File: src/rtl/sysx_pkg.sv
// sysx_pkg: shared definitions for the sysX bus endpoints.
// The state encoding is shared with the master pipeline and must not be renumbered.
package sysx_pkg;

    typedef enum logic [2:0] {
        sIdle  = 3'd0,
        sLoad  = 3'd1,
        sLoLo  = 3'd2,
        sLo    = 3'd3,
        sHi    = 3'd4,
        sHiHi  = 3'd5,
        sStore = 3'd6
    } sysxState_t;

    localparam logic [1:0]  cSelectIdle = 2'h0;
    localparam logic [31:0] cIdleWord   = 32'hFFFFFFFF;

    // Byte lane a slave drives in a given state; byte states walk the word LSB first,
    // every other state leaves the lane at the idle pattern.
    function automatic logic [7:0] misoByte(input sysxState_t state, input logic [31:0] word);
        logic [7:0] result;
        result = 8'hFF;
        case (state)
            sLoLo:   result = word[7:0];
            sLo:     result = word[15:8];
            sHi:     result = word[23:16];
            sHiHi:   result = word[31:24];
            default: result = 8'hFF;
        endcase
        return result;
    endfunction

endpackage

File: src/rtl/sysx_sync.sv
// sysx_sync: 2-flop synchronizer for a group of bus pins, with an edge detect on bit 0.
// Bit 0 carries the bus clock, so the remaining bits are aligned with its edges.
module sysx_sync #(
    parameter int                pWidth      = 1,
    parameter logic [pWidth-1:0] pResetValue = '0
) (
    input  logic              iClock,
    input  logic              iReset,
    input  logic [pWidth-1:0] iData,
    output logic [pWidth-1:0] oData,
    output logic              oRise,
    output logic              oFall
);

    logic [pWidth-1:0] metaReg;
    logic [pWidth-1:0] syncReg;
    logic              prevBit;

    // Two synchronizer stages plus a history flop of bit 0 for edge detection.
    always_ff @(posedge iClock or negedge iReset) begin
        if (!iReset) begin
            metaReg <= pResetValue;
            syncReg <= pResetValue;
            prevBit <= pResetValue[0];
        end else begin
            metaReg <= iData;
            syncReg <= metaReg;
            prevBit <= syncReg[0];
        end
    end

    assign oData = syncReg;
    assign oRise = syncReg[0] & ~prevBit;
    assign oFall = ~syncReg[0] & prevBit;

endmodule

File: src/rtl/sysx_slave.sv
// sysx_slave: sysX bus responder exchanging 32-bit words, four bytes LSB first.
// Optional feature: define SYSX_SLAVE_IRQ_EN to let local logic raise the bus interrupt.
module sysx_slave
    import sysx_pkg::*;
#(
    parameter logic [1:0]  pSelect   = 2'h1,
    parameter logic [31:0] pIdleWord = cIdleWord
) (
    input  logic        iClock,
    input  logic        iReset,
    input  logic        iBusClock,
    input  logic [1:0]  iBusSelect,
    input  logic [7:0]  iBusMOSI,
    output logic [7:0]  oBusMISO,
    output logic        oBusMISOEnable,
    output logic        oBusInterrupt,
    input  logic [31:0] iTxData,
    input  logic        iTxValid,
    output logic        oTxReady,
    output logic [31:0] oRxData,
    output logic        oRxValid,
    output logic        oUnderrun,
    output logic        oAbort,
    input  logic        iIrqRequest
);

    logic [10:0] syncBus;
    logic        busRise;
    logic        busFall;
    logic [1:0]  syncSelect;
    logic [7:0]  syncMosi;

    sysx_sync #(
        .pWidth      (11),
        .pResetValue ({8'h00, cSelectIdle, 1'b1})
    ) busSync (
        .iClock (iClock),
        .iReset (iReset),
        .iData  ({iBusMOSI, iBusSelect, iBusClock}),
        .oData  (syncBus),
        .oRise  (busRise),
        .oFall  (busFall)
    );

    assign syncSelect = syncBus[2:1];
    assign syncMosi   = syncBus[10:3];

    sysxState_t  state;
    sysxState_t  stateNext;
    logic        selected;
    logic        byteState;
    logic        enterLoad;
    logic        enterStore;
    logic        abortNext;
    logic        captureByte;
    logic [7:0]  misoNext;

    logic [31:0] shiftReg;
    logic [31:0] rxShift;
    logic [31:0] holdReg;
    logic        holdFull;
    logic        txLoad;

    assign selected  = (syncSelect == pSelect);
    assign byteState = (state == sLoLo) || (state == sLo) || (state == sHi) || (state == sHiHi);
    assign txLoad    = iTxValid && !holdFull;
    assign oTxReady  = !holdFull;
    assign oBusMISOEnable = (state != sIdle);

    // State register.
    always_ff @(posedge iClock or negedge iReset) begin
        if (!iReset) begin
            state <= sIdle;
        end else begin
            state <= stateNext;
        end
    end

    // Next state: losing select always wins, otherwise each bus rising edge advances.
    always_comb begin
        stateNext = state;
        case (state)
            sIdle: begin
                if (selected) stateNext = sLoad;
            end
            default: begin
                if (!selected) begin
                    stateNext = sIdle;
                end else if (busRise) begin
                    case (state)
                        sLoad:   stateNext = sLoLo;
                        sLoLo:   stateNext = sLo;
                        sLo:     stateNext = sHi;
                        sHi:     stateNext = sHiHi;
                        sHiHi:   stateNext = sStore;
                        sStore:  stateNext = sLoad;
                        default: stateNext = sIdle;
                    endcase
                end
            end
        endcase
    end

    // Decoded actions for this cycle, registered by the datapath below.
    always_comb begin
        enterLoad   = (stateNext == sLoad) && (state != sLoad);
        enterStore  = (stateNext == sStore) && (state != sStore);
        abortNext   = byteState && !selected;
        captureByte = byteState && selected && busFall;
        misoNext    = misoByte(stateNext, shiftReg);
    end

    // Shift/receive datapath and registered status pulses.
    always_ff @(posedge iClock or negedge iReset) begin
        if (!iReset) begin
            shiftReg  <= pIdleWord;
            rxShift   <= 32'h0;
            oRxData   <= 32'h0;
            oRxValid  <= 1'b0;
            oUnderrun <= 1'b0;
            oAbort    <= 1'b0;
            oBusMISO  <= 8'hFF;
        end else begin
            oBusMISO  <= misoNext;
            oRxValid  <= enterStore;
            oUnderrun <= enterLoad && !holdFull;
            oAbort    <= abortNext;
            if (enterLoad) begin
                shiftReg <= holdFull ? holdReg : pIdleWord;
            end else if (stateNext == sIdle) begin
                shiftReg <= pIdleWord;
            end
            if (stateNext == sIdle) begin
                rxShift <= 32'h0;
            end else if (captureByte) begin
                case (state)
                    sLoLo:   rxShift[7:0]   <= syncMosi;
                    sLo:     rxShift[15:8]  <= syncMosi;
                    sHi:     rxShift[23:16] <= syncMosi;
                    sHiHi:   rxShift[31:24] <= syncMosi;
                    default: rxShift        <= rxShift;
                endcase
            end
            if (enterStore) begin
                oRxData <= rxShift;
            end
        end
    end

    // One-word transmit holding register; a load in the same cycle as a transfer keeps it full.
    always_ff @(posedge iClock or negedge iReset) begin
        if (!iReset) begin
            holdReg  <= 32'h0;
            holdFull <= 1'b0;
        end else if (txLoad) begin
            holdReg  <= iTxData;
            holdFull <= 1'b1;
        end else if (enterLoad) begin
            holdFull <= 1'b0;
        end
    end

`ifdef SYSX_SLAVE_IRQ_EN
    logic irqPending;

    // Pending interrupt: set by local request, cleared by the next received word; set wins.
    always_ff @(posedge iClock or negedge iReset) begin
        if (!iReset) begin
            irqPending <= 1'b0;
        end else if (iIrqRequest) begin
            irqPending <= 1'b1;
        end else if (oRxValid) begin
            irqPending <= 1'b0;
        end
    end

    assign oBusInterrupt = irqPending;
`else
    logic unusedIrqRequest;

    assign unusedIrqRequest = iIrqRequest;
    assign oBusInterrupt    = 1'b0;
`endif

endmodule

File: config.mk
export PLATFORM = sky130hd
export DESIGN_NAME = sysx_slave
export DESIGN_NICKNAME = d
export VERILOG_FILES = /design/src/rtl/sysx_pkg.sv /design/src/rtl/sysx_sync.sv /design/src/rtl/sysx_slave.sv
export SDC_FILE = /design/constraint.sdc
export NUM_CORES = 1
export LEC_CHECK = 0
export CAP_MARGIN = 20
export CORE_UTILIZATION = 54
export CTS_CLUSTER_DIAMETER = 80
export CTS_CLUSTER_SIZE = 8
export DETAILED_ROUTE_END_ITERATION = 8
export GPL_TIMING_DRIVEN = 1
export PLACE_DENSITY_LB_ADDON = 0.1
export SYNTH_ARGS = -nofsm -noshare
export SYNTH_HDL_FRONTEND = slang
export SYNTH_SLANG_ARGS = --single-unit
File: constraint.sdc
create_clock -name iClock -period 2 [get_ports iClock]
set_clock_uncertainty 0.1 [all_clocks]
set_input_delay 0.4 -clock iClock [delete_from_list [all_inputs] [get_ports iClock]]
set_output_delay 0.4 -clock iClock [all_outputs]
set_load 0.02 [all_outputs]
==> metrics.md <==
| Metric | Value |
|---|---|
| Run status | `finished clean` |
| Sequential area share after synthesis | `63.26%` |
| Worst Path Buf+Inv | `1` |
| RePlAce Congestion | `0.8905` |
| CTS max path bufs | `2` |
| 1st-iter DRT viols | `222` |
| Gr busiest metal | `met2` |
| Most frequent cells in the layout | `dfrtp_1 (123), clkdlybuf4s50_1 (79), mux2_2 (62), dfstp_2 (43), mux2i_1 (34)` |
| Top Family by Delay on Critical Path | `simple AND/OR/NAND/NOR gates` |
| Multi-input gate area | `2243 um^2` |
| FF+latch area | `4208 um^2` |
| Area delta synth->final | `26.28%` |
| Num rows | `40` |
| Overflow after GRT | `0` |
| Vias in the first global route | `4144` |
| Worst min path class | `register to register` |
| Slew HR | `60.71%` |
| Setup_tns | `0 ps` |
| Largest stage delay on the critical path | `420 ps` |
| Die height | `113.0 um` |
| DIE WIDTH | `113.0 um` |
| Total Routed Length | `12.85 mm` |
| Syn nets | `518` |
| Peak supply drop | `0.7095 mV` |
| Post-synthesis register bit count | `166` |
| YS warnings | `0` |
| Die area | `12770 um^2` |
| Crit Path Category | `register to output pin` |
| Total leakage power | `3.647 nW` |
| Worst path cell trace | `or3_1, buf_2` |
| Reg2Reg Setup Slack | `150 ps` |
| Placed wire-length estimate | `8.740 mm` |
| CP Data Required Time | `1500 ps` |
| Slowest-stage cell, CP | `or3_1` |
| Io pins | `93` |
| GRT met2 Usage | `38.15%` |
| Layout cells sized above 1 | `31.01%` |
| MaxCap Viol Count | `0` |
| Detailed Routing Iterations Pass 1 | `4` |
| Final cycle utilization of the critical path | `95.83%` |
| Syn avg cell area | `14.12 um^2` |
| Netlist cell types | `48` |
| DR DRC count | `0` |
| Met3 usage | `5.999%` |
| Initial Util | `55.37%` |
| Most common cell after layout, fill and taps aside | `dfrtp_1` |
| Post-Syn Instances | `471` |
| Pwr/cell area | `909.7 nW/um^2` |
| CTS H-tree depth | `4` |
| Fmax | `521.8 MHz` |
| Post-synth EDFFs | `0` |
| DR vias/cell | `5.559` |
| Final setup viols | `0` |
| Power, Total | `0.007641 W` |
| Tmin final | `1917 ps` |
| Design Area, Final | `8399 um^2` |
| Total track usage | `21.96%` |
| Slew @ Worst Pin | `584.5 ps` |
| Largest net degree at the start of global routing | `46` |
| Placed inst area | `7796 um^2` |
| Final hold violations | `0` |
| CTS tree | `yes` |
| Final Max Tran Viols | `0` |
| Vias | `4080` |
| Unrepaired setup endpoints after global routing | `false` |
| Global-route wire length before repair | `21.04 mm` |
| Ys async rst share | `100.0%` |
| DRT antenna net count | `0` |
| Crit end category | `output pin` |
| Post-synth top flop | `dfrtp_1` |
| Clock root cell | `clkbuf_16` |
| Latest clock arrival within the worst-skew pair | `420 ps` |
| Clock sink count | `166` |
| Post-layout net count | `621` |
| Filler Cell Count | `861` |
| Clk slew on worst S/H paths | `60 ps` |
| Port bufs | `90` |
| Placeable Area | `12010 um^2` |
| Drt wl/cell | `17.50 um` |
| Worst Setup Start Kind | `register` |
| CP Max Fanout | `3` |
| CTS Buf Count | `17` |
| Diodes inserted | `0` |
| Initial antenna violation count | `0` |
| Mapped cell area | `6651 um^2` |
| Met1 Use GR | `25.91%` |
| CP arrival | `1420 ps` |
-- routing by layer --
| metal | vias up | share of wire, % | wire [um] |
|---|---|---|---|
| met4 | 0 | 2.4 | 306 |
| met1 | 2046 | 41 | 5227 |
| li1 | 1903 | - | - |
| met5 | - | 0 | 0 |
| met3 | 22 | 3.8 | 488 |
| met2 | 109 | 53 | 6822 |
-- report_power, final --
group	total (W)	internal (W)	switching, W	leakage [nW]
sequential	0.00387	0.00368	0.000188	2.05
clock	0.00317	0.00201	0.00117	0.286
combinational	0.000596	0.000344	0.000252	1.31
-- per-stage QoR --
step | std cells | hold slack, ps | util, % | worst slack, ps
6_report | 734 | 245.0 | 69.93 | 83.45
3_5_place_dp | 701 | 218.9 | 64.91 | -4.725
4_1_cts | 734 | 248.1 | 69.78 | 58.86
2_1_floorplan | 471 | 4.409 | - | 271.9
3_3_place_gp | 701 | 217.0 | 64.91 | 107.4
5_1_grt | 734 | 249.8 | 69.93 | 18.32
-- state kept, by name, summed over array words and instances (netlist names) --
signal	count
oUnderrun	1
oBusMISO	8
busSync.oData	11
busSync.prevBit	1
busSync.metaReg	11
holdReg	32
oAbort	1
shiftReg	32
state	3
holdFull	1
oRxValid	1
oRxData	32
rxShift	32
-- path summary, 6_finish.rpt --
kind	from	to	cells after the start
hold / removal	busSync.metaReg[1]	busSync.oData[1]	0
setup reg to reg	state[0]	shiftReg[19]	5
max in group asynchronous	iReset	busSync.prevBit	3
min in group asynchronous	iReset	oRxData[30]	2
hold reg to reg	busSync.metaReg[1]	busSync.oData[1]	0
setup / recovery	state[1]	oBusMISOEnable	2
-- what timing repair did --
| item | CTS | global route |
|---|---|---|
| setup endpoints to repair | 11 | 4 |
| gates resized for setup | 14 | 2 |
| pin swaps | 0 | 0 |
| endpoints found under the hold margin | 25 | 0 |
| buffers inserted | 0 | 0 |
| hold buffers | 1 | 0 |
-- synth_stat cells, drive strengths merged (2+ instances only) --
library cell	number	area [um^2]
dfrtp	123	3078
mux2	64	720.7
dfstp	43	1130
nor2	38	182.7
mux2i	34	340.3
o22a	32	280.3
buf	22	130.1
o21ai	16	80.07
nand3	10	50.05
a21oi	9	45.04
inv	9	33.78
a22oi	8	60.06
a22o	7	61.31
nand2b	7	58.81
o2111ai	7	61.31
clkbuf	6	62.56
nor2b	6	37.54
nand2	5	18.77
nand4	4	37.53
nor4	3	48.80
a31oi	2	12.51
-- cell type report --
cell class	count	share of cell area, %
clock buffer	29	6.197
timing repair buffer	112	13.59
tap	147	2.190
clock inverter	3	0.7746
sequential	166	50.10
multi-input combinational	267	26.71
inverter	10	0.4469
-- kinds of logic (layout without fill, tap and decap cells) --
kind of cell	after synthesis	count (layout)	share of synthesized area, %
AND/OR/NAND/NOR	80	80	7.299
multiplexers	98	98	15.95
flip-flops	166	166	63.26
XOR/XNOR	1	1	0.1317
other	1	1	0.05638
buffers and inverters	38	154	3.461
AO/OA/AOI/OAI	87	87	9.838
-- worst register-to-register path: stages (launching register included) --
cell and delay [ps]:
dfrtp_1 340, buf_4 240, clkinv_1 330, nand4_1 200, buf_4 340, o22a_1 230
Note: power is estimated with default switching activity, not from simulation.
